**src/rtl/lsq_pkg.sv**
```systemverilog
// lsq_pkg: shared types and helpers for the load/store memory scheduler.
package lsq_pkg;

  localparam int XLEN = 32;

  // Scheduler FSM states.
  typedef enum logic [1:0] {
    S_IDLE    = 2'd0,
    S_REQ_LD  = 2'd1,
    S_REQ_ST  = 2'd2,
    S_WAIT_LD = 2'd3
  } sched_state_t;

  // One retired store waiting for commit.
  typedef struct packed {
    logic [XLEN-1:0] addr;
    logic [XLEN-1:0] data;
    logic            is_byte;
  } st_entry_t;

  // Shape returned memory data into the load result: whole word for LW,
  // sign-extended addressed byte for LB.
  function automatic logic [XLEN-1:0] load_extend(input logic [XLEN-1:0] rdata,
                                                  input logic [1:0]      offs,
                                                  input logic            is_byte);
    logic [7:0] b;
    b = rdata[{offs, 3'b000} +: 8];
    if (is_byte) begin
      return {{(XLEN-8){b[7]}}, b};
    end
    return rdata;
  endfunction

endpackage

```
**src/rtl/store_commit_buffer.sv**
```systemverilog
// store_commit_buffer: in-order FIFO of retired stores with two push ports
// and one pop port. Per-entry valid/word-address vectors feed the load
// hazard compare in the scheduler.
module store_commit_buffer
  import lsq_pkg::*;
#(
  parameter int DEPTH = 4
) (
  input  logic                            clk,
  input  logic                            rst,
  input  logic                            push1,
  input  st_entry_t                       push1_entry,
  input  logic                            push2,
  input  st_entry_t                       push2_entry,
  input  logic                            pop,
  output st_entry_t                       head,
  output logic [$clog2(DEPTH):0]          count,
  output logic                            full,
  output logic                            empty,
  output logic [DEPTH-1:0]                ent_valid,
  output logic [DEPTH-1:0][XLEN-3:0]      ent_waddr
);

  localparam int PW = $clog2(DEPTH);
  localparam int CW = PW + 1;

  st_entry_t     entries_q [DEPTH];
  st_entry_t     entries_d [DEPTH];
  logic [PW-1:0] wr_ptr_q, wr_ptr_d;
  logic [PW-1:0] rd_ptr_q, rd_ptr_d;
  logic [CW-1:0] count_q, count_d;

  logic          accept;
  logic          do_push1, do_push2, do_pop;
  logic [PW-1:0] wr_slot2;

  // Pushes are only taken when two slots are free, so a dual retire never
  // has to be split; anything offered without room is dropped.
  assign accept   = (count_q <= CW'(DEPTH - 2));
  assign full     = (count_q == CW'(DEPTH));
  assign empty    = (count_q == '0);
  assign do_push1 = push1 && accept;
  assign do_push2 = push2 && accept;
  assign do_pop   = pop && !empty;
  assign wr_slot2 = do_push1 ? wr_ptr_q + PW'(1) : wr_ptr_q;

  assign head  = entries_q[rd_ptr_q];
  assign count = count_q;

  // Next-state for storage, pointers and occupancy (port 1 ahead of port 2).
  always_comb begin
    entries_d = entries_q;
    if (do_push1) begin
      entries_d[wr_ptr_q] = push1_entry;
    end
    if (do_push2) begin
      entries_d[wr_slot2] = push2_entry;
    end
    wr_ptr_d = wr_ptr_q + PW'(do_push1) + PW'(do_push2);
    rd_ptr_d = rd_ptr_q + PW'(do_pop);
    count_d  = count_q + CW'(do_push1) + CW'(do_push2) - CW'(do_pop);
  end

  // Register FIFO state.
  always_ff @(posedge clk) begin
    if (rst) begin
      entries_q <= '{default: '0};
      wr_ptr_q  <= '0;
      rd_ptr_q  <= '0;
      count_q   <= '0;
    end else begin
      entries_q <= entries_d;
      wr_ptr_q  <= wr_ptr_d;
      rd_ptr_q  <= rd_ptr_d;
      count_q   <= count_d;
    end
  end

  // Slot gi is live when its distance from the read pointer is below count.
  for (genvar gi = 0; gi < DEPTH; gi++) begin : g_ent
    logic [PW-1:0] offs;
    assign offs          = PW'(gi) - rd_ptr_q;
    assign ent_valid[gi] = ({1'b0, offs} < count_q);
    assign ent_waddr[gi] = entries_q[gi].addr[XLEN-1:2];
  end

endmodule

```
**src/rtl/lsq_mem_scheduler.sv**
```systemverilog
// lsq_mem_scheduler: arbitrates the single data-memory port between LSQ
// loads and retired stores held in the commit buffer, with a load-over-store
// hazard check and a bound on how long stores can be starved by loads.
module lsq_mem_scheduler
  import lsq_pkg::*;
#(
  parameter int XLEN       = 32,
  parameter int SB_DEPTH   = 4,
  parameter int STARVE_MAX = 8
) (
  input  logic            clk,
  input  logic            rst,
  input  logic            ld_valid,
  output logic            ld_ready,
  input  logic [XLEN-1:0] ld_pc,
  input  logic [XLEN-1:0] ld_addr,
  input  logic            ld_byte,
  input  logic            st_valid1,
  input  logic [XLEN-1:0] st_addr1,
  input  logic [XLEN-1:0] st_data1,
  input  logic            st_byte1,
  input  logic            st_valid2,
  input  logic [XLEN-1:0] st_addr2,
  input  logic [XLEN-1:0] st_data2,
  input  logic            st_byte2,
  output logic            st_ready,
  output logic            mem_req,
  output logic            mem_we,
  output logic [XLEN-1:0] mem_addr,
  output logic [XLEN-1:0] mem_wdata,
  output logic            mem_byte,
  input  logic            mem_gnt,
  input  logic            mem_rvalid,
  input  logic [XLEN-1:0] mem_rdata,
  output logic            ld_done,
  output logic [XLEN-1:0] ld_done_pc,
  output logic [XLEN-1:0] ld_done_data,
  output logic            sb_empty
);

  localparam int CW  = $clog2(SB_DEPTH) + 1;
  localparam int SWW = $clog2(STARVE_MAX + 1);

  st_entry_t                    st_entry1, st_entry2, sb_head;
  logic [CW-1:0]                sb_count;
  logic                         sb_full, sb_is_empty;
  logic [SB_DEPTH-1:0]          sb_valid;
  logic [SB_DEPTH-1:0][XLEN-3:0] sb_waddr;
  logic [SB_DEPTH-1:0]          ld_match;
  logic                         hazard, starve, block_ld, go_st;

  sched_state_t    state_q, state_d;
  logic [SWW-1:0]  store_wait_q, store_wait_d;
  logic            mem_req_q, mem_req_d;
  logic            mem_we_q, mem_we_d;
  logic [XLEN-1:0] mem_addr_q, mem_addr_d;
  logic [XLEN-1:0] mem_wdata_q, mem_wdata_d;
  logic            mem_byte_q, mem_byte_d;
  logic [XLEN-1:0] ld_pc_q, ld_pc_d;
  logic            ld_done_q, ld_done_d;
  logic [XLEN-1:0] ld_done_pc_q, ld_done_pc_d;
  logic [XLEN-1:0] ld_done_data_q, ld_done_data_d;

  assign st_entry1 = '{addr: st_addr1, data: st_data1, is_byte: st_byte1};
  assign st_entry2 = '{addr: st_addr2, data: st_data2, is_byte: st_byte2};

  store_commit_buffer #(
    .DEPTH(SB_DEPTH)
  ) u_sb (
    .clk        (clk),
    .rst        (rst),
    .push1      (st_valid1),
    .push1_entry(st_entry1),
    .push2      (st_valid2),
    .push2_entry(st_entry2),
    .pop        (go_st),
    .head       (sb_head),
    .count      (sb_count),
    .full       (sb_full),
    .empty      (sb_is_empty),
    .ent_valid  (sb_valid),
    .ent_waddr  (sb_waddr)
  );

  // A load may not bypass a buffered store to the same word.
  for (genvar gi = 0; gi < SB_DEPTH; gi++) begin : g_hazard
    assign ld_match[gi] = sb_valid[gi] && (sb_waddr[gi] == ld_addr[XLEN-1:2]);
  end

  assign hazard   = ld_valid && (|ld_match);
  assign starve   = (store_wait_q == SWW'(STARVE_MAX)) && !sb_is_empty;
  assign block_ld = sb_full || hazard || starve;
  assign ld_ready = (state_q == S_IDLE) && ld_valid && !block_ld;
  // Every reason to pick a store implies the buffer holds at least one entry.
  assign go_st    = (state_q == S_IDLE) && (block_ld || (!ld_valid && !sb_is_empty));

  assign st_ready     = (sb_count <= CW'(SB_DEPTH - 2));
  assign sb_empty     = sb_is_empty;
  assign mem_req      = mem_req_q;
  assign mem_we       = mem_we_q;
  assign mem_addr     = mem_addr_q;
  assign mem_wdata    = mem_wdata_q;
  assign mem_byte     = mem_byte_q;
  assign ld_done      = ld_done_q;
  assign ld_done_pc   = ld_done_pc_q;
  assign ld_done_data = ld_done_data_q;

  // FSM next-state and registered request/response outputs.
  always_comb begin
    state_d        = state_q;
    store_wait_d   = store_wait_q;
    mem_req_d      = mem_req_q;
    mem_we_d       = mem_we_q;
    mem_addr_d     = mem_addr_q;
    mem_wdata_d    = mem_wdata_q;
    mem_byte_d     = mem_byte_q;
    ld_pc_d        = ld_pc_q;
    ld_done_d      = 1'b0;
    ld_done_pc_d   = ld_done_pc_q;
    ld_done_data_d = ld_done_data_q;
    unique case (state_q)
      S_IDLE: begin
        if (go_st) begin
          state_d      = S_REQ_ST;
          store_wait_d = '0;
          mem_req_d    = 1'b1;
          mem_we_d     = 1'b1;
          mem_addr_d   = sb_head.addr;
          mem_wdata_d  = sb_head.data;
          mem_byte_d   = sb_head.is_byte;
        end else if (ld_ready) begin
          state_d     = S_REQ_LD;
          mem_req_d   = 1'b1;
          mem_we_d    = 1'b0;
          mem_addr_d  = ld_addr;
          mem_wdata_d = '0;
          mem_byte_d  = ld_byte;
          ld_pc_d     = ld_pc;
          if (!sb_is_empty && (store_wait_q != SWW'(STARVE_MAX))) begin
            store_wait_d = store_wait_q + SWW'(1);
          end
        end
      end
      S_REQ_LD: begin
        if (mem_gnt) begin
          state_d   = S_WAIT_LD;
          mem_req_d = 1'b0;
        end
      end
      S_REQ_ST: begin
        if (mem_gnt) begin
          state_d   = S_IDLE;
          mem_req_d = 1'b0;
          mem_we_d  = 1'b0;
        end
      end
      S_WAIT_LD: begin
        if (mem_rvalid) begin
          state_d        = S_IDLE;
          ld_done_d      = 1'b1;
          ld_done_pc_d   = ld_pc_q;
          ld_done_data_d = load_extend(mem_rdata, mem_addr_q[1:0], mem_byte_q);
        end
      end
      default: state_d = S_IDLE;
    endcase
  end

  // Scheduler state register; reset abandons any request in flight.
  always_ff @(posedge clk) begin
    if (rst) begin
      state_q        <= S_IDLE;
      store_wait_q   <= '0;
      mem_req_q      <= 1'b0;
      mem_we_q       <= 1'b0;
      mem_addr_q     <= '0;
      mem_wdata_q    <= '0;
      mem_byte_q     <= 1'b0;
      ld_pc_q        <= '0;
      ld_done_q      <= 1'b0;
      ld_done_pc_q   <= '0;
      ld_done_data_q <= '0;
    end else begin
      state_q        <= state_d;
      store_wait_q   <= store_wait_d;
      mem_req_q      <= mem_req_d;
      mem_we_q       <= mem_we_d;
      mem_addr_q     <= mem_addr_d;
      mem_wdata_q    <= mem_wdata_d;
      mem_byte_q     <= mem_byte_d;
      ld_pc_q        <= ld_pc_d;
      ld_done_q      <= ld_done_d;
      ld_done_pc_q   <= ld_done_pc_d;
      ld_done_data_q <= ld_done_data_d;
    end
  end

endmodule
```
**config.mk**
```make
export PLATFORM = sky130hd
export DESIGN_NAME = lsq_mem_scheduler
export DESIGN_NICKNAME = d
export VERILOG_FILES = /design/src/rtl/lsq_pkg.sv /design/src/rtl/store_commit_buffer.sv /design/src/rtl/lsq_mem_scheduler.sv
export SDC_FILE = /design/constraint.sdc
export NUM_CORES = 1
export LEC_CHECK = 0
export CAP_MARGIN = 15
export CORE_ASPECT_RATIO = 1.1
export CORE_MARGIN = 2
export CORE_UTILIZATION = 40
export DETAILED_ROUTE_END_ITERATION = 12
export DONT_BUFFER_PORTS = 1
export PLACE_DENSITY = 0.51
export SLEW_MARGIN = 10
export SYNTH_ARGS = -nofsm -noshare
export SYNTH_HDL_FRONTEND = slang
export SYNTH_SLANG_ARGS = --single-unit
```
**constraint.sdc**
```tcl
create_clock -name clk -period 14.1 [get_ports clk]
set_clock_uncertainty 0.2 [all_clocks]
set_input_delay 1.41 -clock clk [delete_from_list [all_inputs] [get_ports clk]]
set_output_delay 1.41 -clock clk [all_outputs]
set_load 0.005 [all_outputs]
```
==> flow_metrics.py <==
metrics = {
    "setup_path": {
        "slowest_delay_ns": 0.41,
        "critPathCaptureType": "primary output",
        "crit_type": "input pin to primary output",
        "startpoint_type": "input pin",
        "cp.required_ns": 12.49,
        "cp.arrival_ns": 3.34,
        "slowest_stage": "xnor2_1",
        "cpMostUsedCell": "nand4_1",
        "cp_max_fo": 33,
        "cp_cell_sequence": "xnor2_1, nand4_1, nor4_1, nand4_1, nand3_1, buf_4, nor2_1",
    },
    "floorplanning": {
        "die_y_um": 250,
        "row_count": 90,
        "fp.dieW_um": 227,
        "die-area_um2": 56700,
        "ios": 369,
        "start_util_pct": 40.2,
        "coreArea_um2": 54500,
    },
    "worst_hold_path": {
        "hold_class": "flip-flop to flip-flop",
    },
    "yosys": {
        "synth_commonest_cells": "437 x dfxtp_1, 349 x nand2_1, 311 x nor2_1",
        "seq_area_frac_synth_pct": 39.9,
        "yosysMostFrequentCell": "dfxtp_1",
        "syn_area_um2": 21900,
        "synth_top_area_share_pct": 39.9,
        "synth_cells": 2626,
        "synth.distinct_cells": 44,
        "synthFlopType": "dfxtp_1",
        "synth.yosys.warnings": 0,
        "synth_area_per_cell_um2": 8.35,
        "async_flop_share_pct": 0,
        "synth_area_leaders": "dfxtp_1 40%, a311oi_1 11%, nand3_1 6.9%, mux4_2 6.8%, nand2_1 6.0%",
        "synth_edf_count": 0,
        "synthesis.nets": 2880,
        "synth_top_area_cell": "dfxtp_1",
        "synth-seq-cells": 437,
    },
    "detailed_routing": {
        "drcViolationCount": 0,
        "wl_met1_mm": 35.0,
        "vias": 20200,
        "wl_met2_mm": 38.3,
        "highest_layer": "met4",
        "drt-total-wl_mm": 84.0,
        "route.met3.wl_mm": 8.49,
        "drt_first_iter_violations": 2050,
        "vias_per_cell": 6.36,
        "postRouteAntennaNets": 0,
        "dr.pass1.iters": 5,
        "wl_per_cell_um": 26.5,
    },
    "clock_network": {
        "cts.htree.levels": 2,
        "cts_setup_buffers": 0,
        "clkLatencyLatePin_ns": 0.60,
        "ctsHoldBuffers": 0,
        "cts_tree": "yes",
        "clockBufferDepth": 3,
        "clock_sinks": 437,
        "clockRootBuffer": "clkbuf_16",
        "cts.repair.resized": 0,
        "numCtsBuffers": 49,
        "cts.reportedPaths.clkPinSlew_ns": 0.06,
    },
    "layout": {
        "drive_gt1_share_pct": 8.03,
        "synthToLayoutAreaGrowth_pct": 7.64,
        "final_cell_area_um2": 23600,
        "nFillCells": 5487,
        "fin_nets": 2659,
        "diodes": 0,
    },
    "place": {
        "postPlaceCellArea_um2": 22000,
        "dpl_worst_slack_ns": 9.20,
        "hpwl_mm": 52.1,
        "place.gp.congestion": 0.984,
        "port_buffers": 0,
    },
    "sta": {
        "final-max-slew-violation-count": 0,
        "finalCritPeriodShare_pct": 35.1,
        "worstMarginPinSlew_ns": 1.35,
        "setup_violations": 0,
        "finalWorstSetupSlack_ns": 9.15,
        "rsz0062_at_grt": "false",
        "final-hold-violation-count": 0,
        "max_freq_mhz": 202,
        "max_slew_margin_pct": 10.0,
        "period_needed_ns": 4.95,
        "tns_ns": 0,
    },
    "global_routing": {
        "antenna_found_initial": 0,
        "grt_overflow": 0,
        "grt_pass1_wl_mm": 126,
        "track_usage_pct": 28.7,
        "grt_max_degree": 411,
        "grt_pass1_vias": 19300,
    },
    "pwr": {
        "p_leak_nw": 7.39,
        "vdd.ir_drop.worst_v": 0.000144,
        "pwr_density_cell_nw_per_um2": 209,
        "finalPower_mw": 4.93,
    },
    "job": {
        "maxCapViolations": 0,
    },
    "run_status": {
        "run_status": "completed",
    },
}
layout by cell type, fill, tap and decap left out, types with 11 or more instances in the layout:
cell and n:
o21ai_0 80, ha_1 13, a21oi_1 113, clkbuf_16 50, xor2_1 18, nand2b_1 27
a22o_1 29, a32oi_1 33, inv_1 18, xnor2_1 109, dfxtp_1 435, nand2_1 343
nor3_1 11, nand3_1 301, nor2_1 311, mux4_2 66, buf_4 26, nand4_1 27
nor2b_1 40, a311oi_1 286
path summary, 6_finish.rpt:
path / startpoint / endpoint / slack, ns / cells after the start
worst max-delay path: ld_addr[5] / ld_ready / 9.15 / 7
worst min-delay path: ld_pc_q[9] / ld_done_pc[9] / 0.25 / 2
worst max register to register: u_sb.rd_ptr_q[0] / u_sb.count[2] / 9.49 / 15
worst min register to register: ld_pc_q[9] / ld_done_pc[9] / 0.25 / 2
worst max-delay path: cells and delay by family:
kind | cells | cell delay (ns)
xor+xnor | 1 | 0.41
buf+inv | 1 | 0.33
simple gates | 5 | 1.17
metal layers:
layer	GRT usage [%]	vias to the layer above
met5	0	-
met3	7.76	137
li1	-	9074
met1	38.8	10000
met2	44.7	979
met4	8.31	0
final cells by class:
class | count | area [um^2] | area share (%)
inverters | 18 | 67.6 | 0.286
repair buffers | 28 | 235 | 0.996
multi-input cells | 1871 | 12000 | 50.8
clock buffers | 68 | 1410 | 5.97
flip-flops and latches | 437 | 8760 | 37.1
well taps | 736 | 921 | 3.90
clock inverters | 18 | 216 | 0.917
kinds of logic after synthesis:
kind of cell,after synthesis,share of synthesized area (%)
fa+ha+maj,20,1.24
simple gates,1087,21.7
xor+xnor,127,5.07
flops,437,39.9
mux,74,7.14
compound gates,563,19.1
buf+inv,318,5.82
metrics by stage:
step | util [%] | hold WS (ns) | cells
6_report | 43.3 | 0.247 | 3176
2_1_floorplan | - | 0.228 | 2626
3_3_place_gp | 40.3 | 0.229 | 3089
5_1_grt | 43.3 | 0.250 | 3176
4_1_cts | 43.3 | 0.245 | 3175
3_5_place_dp | 40.3 | 0.236 | 3089
power breakdown:
group | leakage (nW) | total (mW) | internal (mW) | switching [mW]
clock | 0.807 | 1.32 | 0.770 | 0.548
sequential | 3.56 | 1.88 | 1.57 | 0.317
combinational | 3.02 | 1.73 | 0.647 | 1.08
state kept, by name, summed over array words and instances, names as in the netlist, 3 cells and up:
register,cells
u_sb.entries_q,140
u_sb.ent_waddr,120
ld_done_data,32
ld_done_pc,32
ld_pc_q,32
mem_addr,32
mem_wdata,32
store_wait_q,4
u_sb.count,3
(Power assumes the default switching activity.)
